File: src/rtl/opnd_resolve_seq.sv
// ---------------------------------------------------------------------------
// opnd_resolve_seq
//
// Sequential operand resolver sitting between decode and execute. One bundle
// of NUM_OPNDS operand descriptors (kind, direct value, effective address) is
// accepted together with a snapshot of NUM_HINTS memory hints. Operands are
// then resolved one per cycle, and the complete set of resolved values is
// offered to execute over a valid/ready handshake.
//
// Operand kinds: 00 none -> 0, 01 direct -> in_direct, 10 mem -> data of the
// lowest-index read hint whose address matches exactly, 11 mem-phony -> the
// effective address itself, zero-extended.
//
// Ports:
//   clk, rst_n        clock (rising edge) and asynchronous active-low reset
//   in_valid/in_ready descriptor bundle handshake (ready only in IDLE)
//   in_kind           2 bits per operand
//   in_direct         DATA_W per operand
//   in_addr           ADDR_W per operand
//   hint_is_write     per-hint write flag (write hints never match)
//   hint_addr         ADDR_W per hint
//   hint_data         DATA_W per hint
//   kill              synchronous abort of the in-flight bundle
//   out_valid/out_ready resolved bundle handshake
//   out_opnd          DATA_W per operand, resolved values
//   out_miss          per operand: mem kind with no matching read hint
//   out_err           miss summary (only with the macro below)
//
// Build option:
//   OPND_RESOLVE_MISS_ERR_EN - when defined, a missed mem operand resolves to
//   all-ones and out_err is raised in DONE if any operand missed. When not
//   defined, a miss resolves to 0 and out_err is tied low.
// ---------------------------------------------------------------------------
module opnd_resolve_seq #(
    parameter int NUM_OPNDS = 3,
    parameter int NUM_HINTS = 2,
    parameter int DATA_W    = 32,
    parameter int ADDR_W    = 32
) (
    input  logic                        clk,
    input  logic                        rst_n,
    input  logic                        in_valid,
    output logic                        in_ready,
    input  logic [2*NUM_OPNDS-1:0]      in_kind,
    input  logic [DATA_W*NUM_OPNDS-1:0] in_direct,
    input  logic [ADDR_W*NUM_OPNDS-1:0] in_addr,
    input  logic [NUM_HINTS-1:0]        hint_is_write,
    input  logic [ADDR_W*NUM_HINTS-1:0] hint_addr,
    input  logic [DATA_W*NUM_HINTS-1:0] hint_data,
    input  logic                        kill,
    output logic                        out_valid,
    input  logic                        out_ready,
    output logic [DATA_W*NUM_OPNDS-1:0] out_opnd,
    output logic [NUM_OPNDS-1:0]        out_miss,
    output logic                        out_err
);

    localparam int IDX_W = (NUM_OPNDS > 1) ? $clog2(NUM_OPNDS) : 1;
    localparam logic [IDX_W-1:0] LAST_IDX = IDX_W'(NUM_OPNDS - 1);

    localparam logic [1:0] KIND_NONE   = 2'b00;
    localparam logic [1:0] KIND_DIRECT = 2'b01;
    localparam logic [1:0] KIND_MEM    = 2'b10;
    localparam logic [1:0] KIND_PHONY  = 2'b11;

`ifdef OPND_RESOLVE_MISS_ERR_EN
    localparam logic [DATA_W-1:0] MISS_VALUE = '1;
`else
    localparam logic [DATA_W-1:0] MISS_VALUE = '0;
`endif

    typedef enum logic [1:0] {
        ST_IDLE,
        ST_RESOLVE,
        ST_DONE
    } state_t;

    state_t                      state_q;
    state_t                      state_d;
    logic [IDX_W-1:0]            idx_q;

    logic [2*NUM_OPNDS-1:0]      kind_q;
    logic [DATA_W*NUM_OPNDS-1:0] direct_q;
    logic [ADDR_W*NUM_OPNDS-1:0] addr_q;
    logic [NUM_HINTS-1:0]        hint_wr_q;
    logic [ADDR_W*NUM_HINTS-1:0] hint_addr_q;
    logic [DATA_W*NUM_HINTS-1:0] hint_data_q;

    logic                        accept;
    logic                        resolve_step;

    logic [1:0]                  cur_kind;
    logic [DATA_W-1:0]           cur_direct;
    logic [ADDR_W-1:0]           cur_addr;
    logic                        hit;
    logic [DATA_W-1:0]           hit_data;
    logic [DATA_W-1:0]           res_value;
    logic                        res_miss;

    assign in_ready  = (state_q == ST_IDLE);
    assign out_valid = (state_q == ST_DONE);

    // kill wins over a pending accept in IDLE.
    assign accept       = (state_q == ST_IDLE) && in_valid && !kill;
    assign resolve_step = (state_q == ST_RESOLVE) && !kill;

    always_ff @(posedge clk or negedge rst_n) begin
        if (!rst_n) begin
            state_q <= ST_IDLE;
        end else begin
            state_q <= state_d;
        end
    end

    always_comb begin
        state_d = state_q;
        case (state_q)
            ST_IDLE: begin
                if (accept) begin
                    state_d = ST_RESOLVE;
                end
            end
            ST_RESOLVE: begin
                if (kill) begin
                    state_d = ST_IDLE;
                end else if (idx_q == LAST_IDX) begin
                    state_d = ST_DONE;
                end
            end
            ST_DONE: begin
                if (kill || out_ready) begin
                    state_d = ST_IDLE;
                end
            end
            default: begin
                state_d = ST_IDLE;
            end
        endcase
    end

    // Resolve the operand currently selected by idx_q. The hint scan runs from
    // the highest index down so that the lowest matching hint overwrites last.
    always_comb begin
        cur_kind   = kind_q[2*int'(idx_q) +: 2];
        cur_direct = direct_q[int'(idx_q)*DATA_W +: DATA_W];
        cur_addr   = addr_q[int'(idx_q)*ADDR_W +: ADDR_W];
        hit        = 1'b0;
        hit_data   = '0;
        for (int h = NUM_HINTS - 1; h >= 0; h--) begin
            if (!hint_wr_q[h] && (hint_addr_q[h*ADDR_W +: ADDR_W] == cur_addr)) begin
                hit      = 1'b1;
                hit_data = hint_data_q[h*DATA_W +: DATA_W];
            end
        end
        res_value = '0;
        res_miss  = 1'b0;
        case (cur_kind)
            KIND_NONE: begin
                res_value = '0;
            end
            KIND_DIRECT: begin
                res_value = cur_direct;
            end
            KIND_MEM: begin
                res_value = hit ? hit_data : MISS_VALUE;
                res_miss  = !hit;
            end
            KIND_PHONY: begin
                res_value = DATA_W'(cur_addr);
            end
            default: begin
                res_value = '0;
            end
        endcase
    end

    // Bundle capture and per-slot result write-back. A killed step writes
    // nothing, so the outputs keep their last (now invalid) contents.
    always_ff @(posedge clk or negedge rst_n) begin
        if (!rst_n) begin
            idx_q       <= '0;
            kind_q      <= '0;
            direct_q    <= '0;
            addr_q      <= '0;
            hint_wr_q   <= '0;
            hint_addr_q <= '0;
            hint_data_q <= '0;
            out_opnd    <= '0;
            out_miss    <= '0;
        end else if (accept) begin
            idx_q       <= '0;
            kind_q      <= in_kind;
            direct_q    <= in_direct;
            addr_q      <= in_addr;
            hint_wr_q   <= hint_is_write;
            hint_addr_q <= hint_addr;
            hint_data_q <= hint_data;
            out_opnd    <= '0;
            out_miss    <= '0;
        end else if (resolve_step) begin
            out_opnd[int'(idx_q)*DATA_W +: DATA_W] <= res_value;
            out_miss[idx_q]                        <= res_miss;
            if (idx_q != LAST_IDX) begin
                idx_q <= idx_q + IDX_W'(1);
            end
        end
    end

`ifdef OPND_RESOLVE_MISS_ERR_EN
    logic err_q;

    // The error flag is computed on the final resolve edge so it is already
    // valid in the first DONE cycle; slots not yet written are still zero.
    always_ff @(posedge clk or negedge rst_n) begin
        if (!rst_n) begin
            err_q <= 1'b0;
        end else if (accept || kill) begin
            err_q <= 1'b0;
        end else if (resolve_step && (idx_q == LAST_IDX)) begin
            err_q <= (|out_miss) | res_miss;
        end
    end

    assign out_err = err_q;
`else
    assign out_err = 1'b0;
`endif

endmodule

File: config.mk
export PLATFORM = sky130hd
export DESIGN_NAME = opnd_resolve_seq
export DESIGN_NICKNAME = d
export VERILOG_FILES = /design/src/rtl/opnd_resolve_seq.sv
export SDC_FILE = /design/constraint.sdc
export NUM_CORES = 1
export LEC_CHECK = 0
export ABC_CLOCK_PERIOD_IN_PS = 8700
export CAP_MARGIN = 0
export CELL_PAD_IN_SITES_DETAIL_PLACEMENT = 0
export CELL_PAD_IN_SITES_GLOBAL_PLACEMENT = 1
export CORE_MARGIN = 5
export CORE_UTILIZATION = 35
export DETAILED_ROUTE_END_ITERATION = 16
export GPL_TIMING_DRIVEN = 0
export MAX_ROUTING_LAYER = met4
export PLACE_DENSITY = 0.74
export SYNTH_ARGS = -nofsm -noshare
export SYNTH_HDL_FRONTEND = slang
export SYNTH_SLANG_ARGS = --single-unit
export TNS_END_PERCENT = 1
File: constraint.sdc
create_clock -name clk -period 8.7 [get_ports clk]
set_input_delay 1.305 -clock clk [delete_from_list [all_inputs] [get_ports clk]]
set_output_delay 1.305 -clock clk [all_outputs]
set_load 0.01 [all_outputs]
### After elaboration in Yosys (flattened, before gate mapping)

Index checks and enable logic that the tools add are counted.

* $add $sub $neg: 2
* order comparisons: 2
* equality and inequality tests: 12
* shift operators: 5
* mux-type cells: 23
* reduce and logical (&&, ||, !) cells: 17

Operators with widths (number)
* $mux 96: 2
* $shiftx 96x8->32: 2
* $pmux 32 s4: 1
* $bwmux 96: 1
* $mux 32: 3
* $shift 32x33->96 const A: 1
* $shiftx 32x33->96: 1
* $eq 32x32->1: 2
* $neg 7->33: 1
* $mux 2: 7
* $eq 2x2->1 const B: 4
* $logic_and 1x1->1: 6
* $mux 3: 2
* $pmux 2 s3: 1
* $shiftx 6x4->2: 1
* $eq 2x1->1 const B: 2
* $logic_not 1->1: 4
* $logic_not 2->1: 2
* $mux 1: 4
* $ne 2x1->1 const B: 2
* $reduce_bool 2->1: 2
* $bwmux 3: 1
* $lt 2x3->1 const B: 1
* $ne 3x2->1 const B: 1
* 7 further kinds: 7

* bits in registers: 431
* bits of input ports: 333
* output and inout bits: 102
* word-level logic and storage cells: 71

### Logic depth before layout (Yosys ltp)

* depth in word-level cells: 11
* mapped depth: 14
* mapped depth without buffers: 8

### Least setup slack after synthesis

OpenSTA, ideal clock, no wires.

* kind: reg-to-reg
* start point: reg idx_q[1]
* end point: reg out_opnd[92]
* library setup time: 0.090 ns
* data arrival time: 3.437 ns
* data required time: 8.610 ns
* setup slack: 5.173 ns
* cell stages (with the launch flop): 15
* path buffers: 7
* clock period less this slack: 3.527 ns
* cell sequence: dfrtp_1 -> buf_4 -> buf_4 -> buf_4 -> buf_2 -> buf_2 -> buf_1 -> inv_1 -> ha_1 -> nor2b_1 -> nand4_1 -> nor2_1 -> o21ai_1 -> clkbuf_1 -> o221ai_1

* longest elaborated chain between the ends: 11
* elaborated cells on any way between the ends: 23
* classes of those cells: 1 x add/sub; 5 x eq/ne; 5 x shift; 9 x mux; 3 x reduce/logical

Ends and longest elaborated chain
* start: declaration: RTL line 80 `logic [IDX_W-1:0] idx_q;`
* start signal: assignment: RTL line 204 `idx_q <= idx_q + IDX_W'(1);`
* $shiftx 96x8->32: RTL line 146 `cur_addr = addr_q[int'(idx_q)*ADDR_W +: ADDR_W];`
* $eq 32x32->1: RTL line 150 `if (!hint_wr_q[h] && (hint_addr_q[h*ADDR_W +: ADDR_W] == cur_addr)) begin`
* $logic_and 1x1->1: RTL line 150
* $mux 32 or $mux 1 (tied branches) (2 in a row): RTL line 150
* $mux 32: RTL line 165 `res_value = hit ? hit_data : MISS_VALUE;`
* $pmux 32 s4: RTL line 157 `case (cur_kind)`
* $shiftx 32x33->96: RTL line 201 `out_opnd[int'(idx_q)*DATA_W +: DATA_W] <= res_value;`
* $bwmux 96 (*): RTL line 201
* $mux 96 (*): RTL line 200 `end else if (resolve_step) begin`
* $mux 96 (*): RTL line 190 `end else if (accept) begin`
* end signal: indexed assignment: RTL line 201
* end: declaration: RTL line 53 `output logic [DATA_W*NUM_OPNDS-1:0] out_opnd,`

Every way passes the cells marked *; elsewhere a longest branch is shown, timed or not. The select of a mux whose other input is x is not followed.
A chain may end at the register's enable or synchronous reset.

### Worst setup path in the final report

* start point: reg idx_q[1]
* end point: reg out_opnd[16]

The elaborated chain is that of the path after synthesis.

==> impl_metrics.json <==
{
  "status": "complete, no violations",
  "cts_setup_buffers": 0,
  "tightest_slew_ps": 1420,
  "cts_tree": "done",
  "synthTopCellsByCount": "1120 x nand2_1, 431 x dfrtp_1, 118 x clkbuf_1",
  "cts.clk_slew.worst_paths_ps": 60,
  "htree_levels": 2,
  "fin_crit_ps": 5700,
  "postCtsResizedCells": 0,
  "layout-drive-gt1-share": 0.0332,
  "power_mw": 7.78,
  "rsz0062_at_grt": "false",
  "cp_cell_sequence": "buf_4 > buf_4 > buf_4 > buf_2 > mux2i_1 > o2bb2ai_1 > xnor2_1 > nand4_1 > nor4_1 > nor4bb_1 > o21ai_1 > clkbuf_1 > o221ai_1",
  "ant_nets": 0,
  "synth_nets": 2529,
  "dr.first_iter.drc_count": 1281,
  "critPathMaxStageDelay_ps": 1020,
  "worstSetupEndpointType": "register",
  "place.port_buffers": 433,
  "multiInputGateArea_um2": 8090,
  "clockBufferDepth": 3,
  "critical_path.max_fanout": 10,
  "crit_family": "compound AO/OA/AOI/OAI gates",
  "timing.fmax_mhz": 176,
  "clock-sinks": 431,
  "fin_nets": 3015,
  "min_path_type": "reg -> reg",
  "synthFlopType": "dfrtp_1",
  "grt-ovfl-total": 0,
  "peakVddDrop_v": 0.000152,
  "grt_pass1_vias": 18499,
  "synth_cells": 2190,
  "cp.required_ps": 9200,
  "setup_viol": 0,
  "synth-async-reset-ratio": 1.00,
  "std_cell_rows": 86,
  "place.gp.congestion": 0.913,
  "cts_root_buffer": "clkbuf_16",
  "layout_setup_ws_ps": 3000,
  "p_leak_nw": 12.1,
  "grt_max_degree": 117,
  "antenna_found_initial": 3,
  "coreArea_um2": 55100,
  "vias": 17953,
  "yosys_warnings": 0,
  "crit_path_start_kind": "register",
  "fp.dieW_um": 246,
  "synth-seq-cells": 431,
  "yosysMostFrequentCell": "nand2_1",
  "cts_made_buffers": 48,
  "maxSlewViolCount": 0,
  "ys_top_cells_by_area": "dfrtp_1 55%, nand2_1 22%, mux2i_1 5.1%, o221ai_1 4.3%, clkbuf_1 2.3%",
  "period_share": 0.655,
  "routed_wl_um": 82000,
  "die_h_um": 246,
  "regArea_um2": 10800,
  "syn_to_final_growth_pct": 35.9,
  "pre_cts_slack_ps": 3120,
  "critical_path_arrival_ps": 6190,
  "drc": 0,
  "powerDensity_nw_per_um2": 294,
  "grt.total_usage": 0.271,
  "fillCellCount": 5417,
  "skew_ps": 22.7,
  "die_area_um2": 60500,
  "grt_pass1_wl_um": 120000,
  "dp_hpwl_um": 64100,
  "synth_area_um2": 19500,
  "start_util": 0.353,
  "max_cap_viol_count": 0,
  "cp_num_buf_inv": 5,
  "synth_area_leader_cell": "dfrtp_1",
  "drt-pass1-iter-count": 6,
  "maxSlewHeadroom": 0.0441,
  "criticalPathCategory": "reg -> reg",
  "syn_area_per_cell_um2": 8.89,
  "cpMostUsedCell": "buf_4",
  "synth_cell_type_count": 49,
  "ys_seq_area_frac": 0.554,
  "io_pins": 435,
  "hold_violations": 0,
  "yosysTopAreaCellShare": 0.554,
  "cts_hold_buffers": 0,
  "synth-edff-count": 0,
  "cp_slowest_cell": "o2bb2ai_1",
  "vias_per_cell": 5.19,
  "clk_latency_ps": 590,
  "wl_per_cell_um": 23.7
}
==> power by group <==
| group | internal [mW] | switching, mW |
|---|---|---|
| Sequential | 2.52 | 0.361 |
| Combinational | 0.928 | 1.86 |
| Clock | 1.27 | 0.844 |
==> stage by stage <==
stage / TNS [ps] / hold WS (ps) / cells / cell area [um2] / util
final: 0 / 471 / 3462 / 26500 / 0.480
after CTS: 0 / 476 / 3458 / 26400 / 0.480
after global routing: 0 / 483 / 3461 / 26500 / 0.480
after global placement: -5455000 / 458 / 3371 / 24700 / 0.449
after floorplan: 0 / 441 / 2190 / 19500 / -
after detailed placement: 0 / 461 / 3374 / 24800 / 0.451
==> cell type report <==
| class | count | share of cell area |
|---|---|---|
| well taps | 748 | 0.0354 |
| plain buffers | 139 | 0.0206 |
| clock inverters | 20 | 0.0111 |
| inverters | 14 | 0.00199 |
| multi-input cells | 1606 | 0.306 |
| clock buffers | 64 | 0.0500 |
| flip-flops and latches | 431 | 0.408 |
| repair buffers | 436 | 0.167 |
| diodes | 4 | 0.000378 |
==> kinds of logic (layout without fill, tap and decap cells) <==
logic type / count (synthesis) / in the layout / share of synthesized area
other cells: 1 / 5 / 0.000193
buf+inv: 153 / 673 / 0.0307
fa+ha+maj: 6 / 6 / 0.00385
flops: 431 / 431 / 0.554
simple gates: 1211 / 1211 / 0.244
mux: 99 / 99 / 0.0509
xor+xnor: 46 / 46 / 0.0207
compound gates: 243 / 243 / 0.0954
==> worst register-to-register path, cell delays in order (launching register included) <==
cell,delay (ps)
dfrtp_1,620
buf_4,340
buf_4,280
buf_4,300
buf_2,350
mux2i_1,150
o2bb2ai_1,1020
xnor2_1,220
nand4_1,120
nor4_1,450
nor4bb_1,770
o21ai_1,320
clkbuf_1,360
o221ai_1,300
==> path summary, 6_finish.rpt <==
kind,startpoint,slack (ps),end,cells past startpoint
worst max-delay path,idx_q[1]$_DFFE_PN0P_,3000,out_opnd[16]$_DFFE_PN0P_,13
worst min-delay path,direct_q[68]$_DFFE_PN0P_,470,direct_q[68]$_DFFE_PN0P_,2
worst max register to register,idx_q[1]$_DFFE_PN0P_,3000,out_opnd[16]$_DFFE_PN0P_,13
worst min register to register,direct_q[68]$_DFFE_PN0P_,470,direct_q[68]$_DFFE_PN0P_,2
max in group asynchronous,rst_n,6490,hint_data_q[6]$_DFFE_PN0P_,3
min in group asynchronous,rst_n,720,hint_data_q[57]$_DFFE_PN0P_,1
==> state kept, by name (all words and copies together), names as in the netlist <==
register,cells
addr_q,96
direct_q,96
out_opnd,96
hint_addr_q,64
hint_data_q,64
kind_q,6
out_miss,3
hint_wr_q,2
idx_q,2
state_q,2
==> cells in the final DEF (no fill, tap or decap), types with 3 or more instances in the layout <==
cell and count:
nand2_1 1120, buf_16 3, clkdlybuf4s50_1 432, nand2b_1 11, o41ai_1 3, o21a_1 4, buf_1 10, dfrtp_1 431
diode_2 4, nor3_1 5, nand4_1 12, a21o_1 4, nand3b_1 14, nand3_1 19, o221ai_1 95, buf_2 7
o2bb2ai_1 9, nor4_1 4, bufinv_16 7, clkinv_2 8, a2bb2oi_1 10, xnor2_1 30, xor2_1 16, clkbuf_8 4
buf_4 4, mux2i_1 99, a21oi_1 10, o22ai_1 8, a22oi_1 5, o211ai_1 50, inv_1 13, o21ai_0 29
nor2b_1 3, clkbuf_1 129, nor2_1 13, clkbuf_16 49, ha_1 6, o21ai_1 5
==> per-layer routing <==
layer	vias to the layer above	track usage	part of all wire
li1	8226	-	-
met5	-	-	0
met3	95	0.0513	0.072
met1	8940	0.356	0.43
met4	0	0.0694	0.024
met2	692	0.437	0.47
Power figures use the tool's default switching activity.
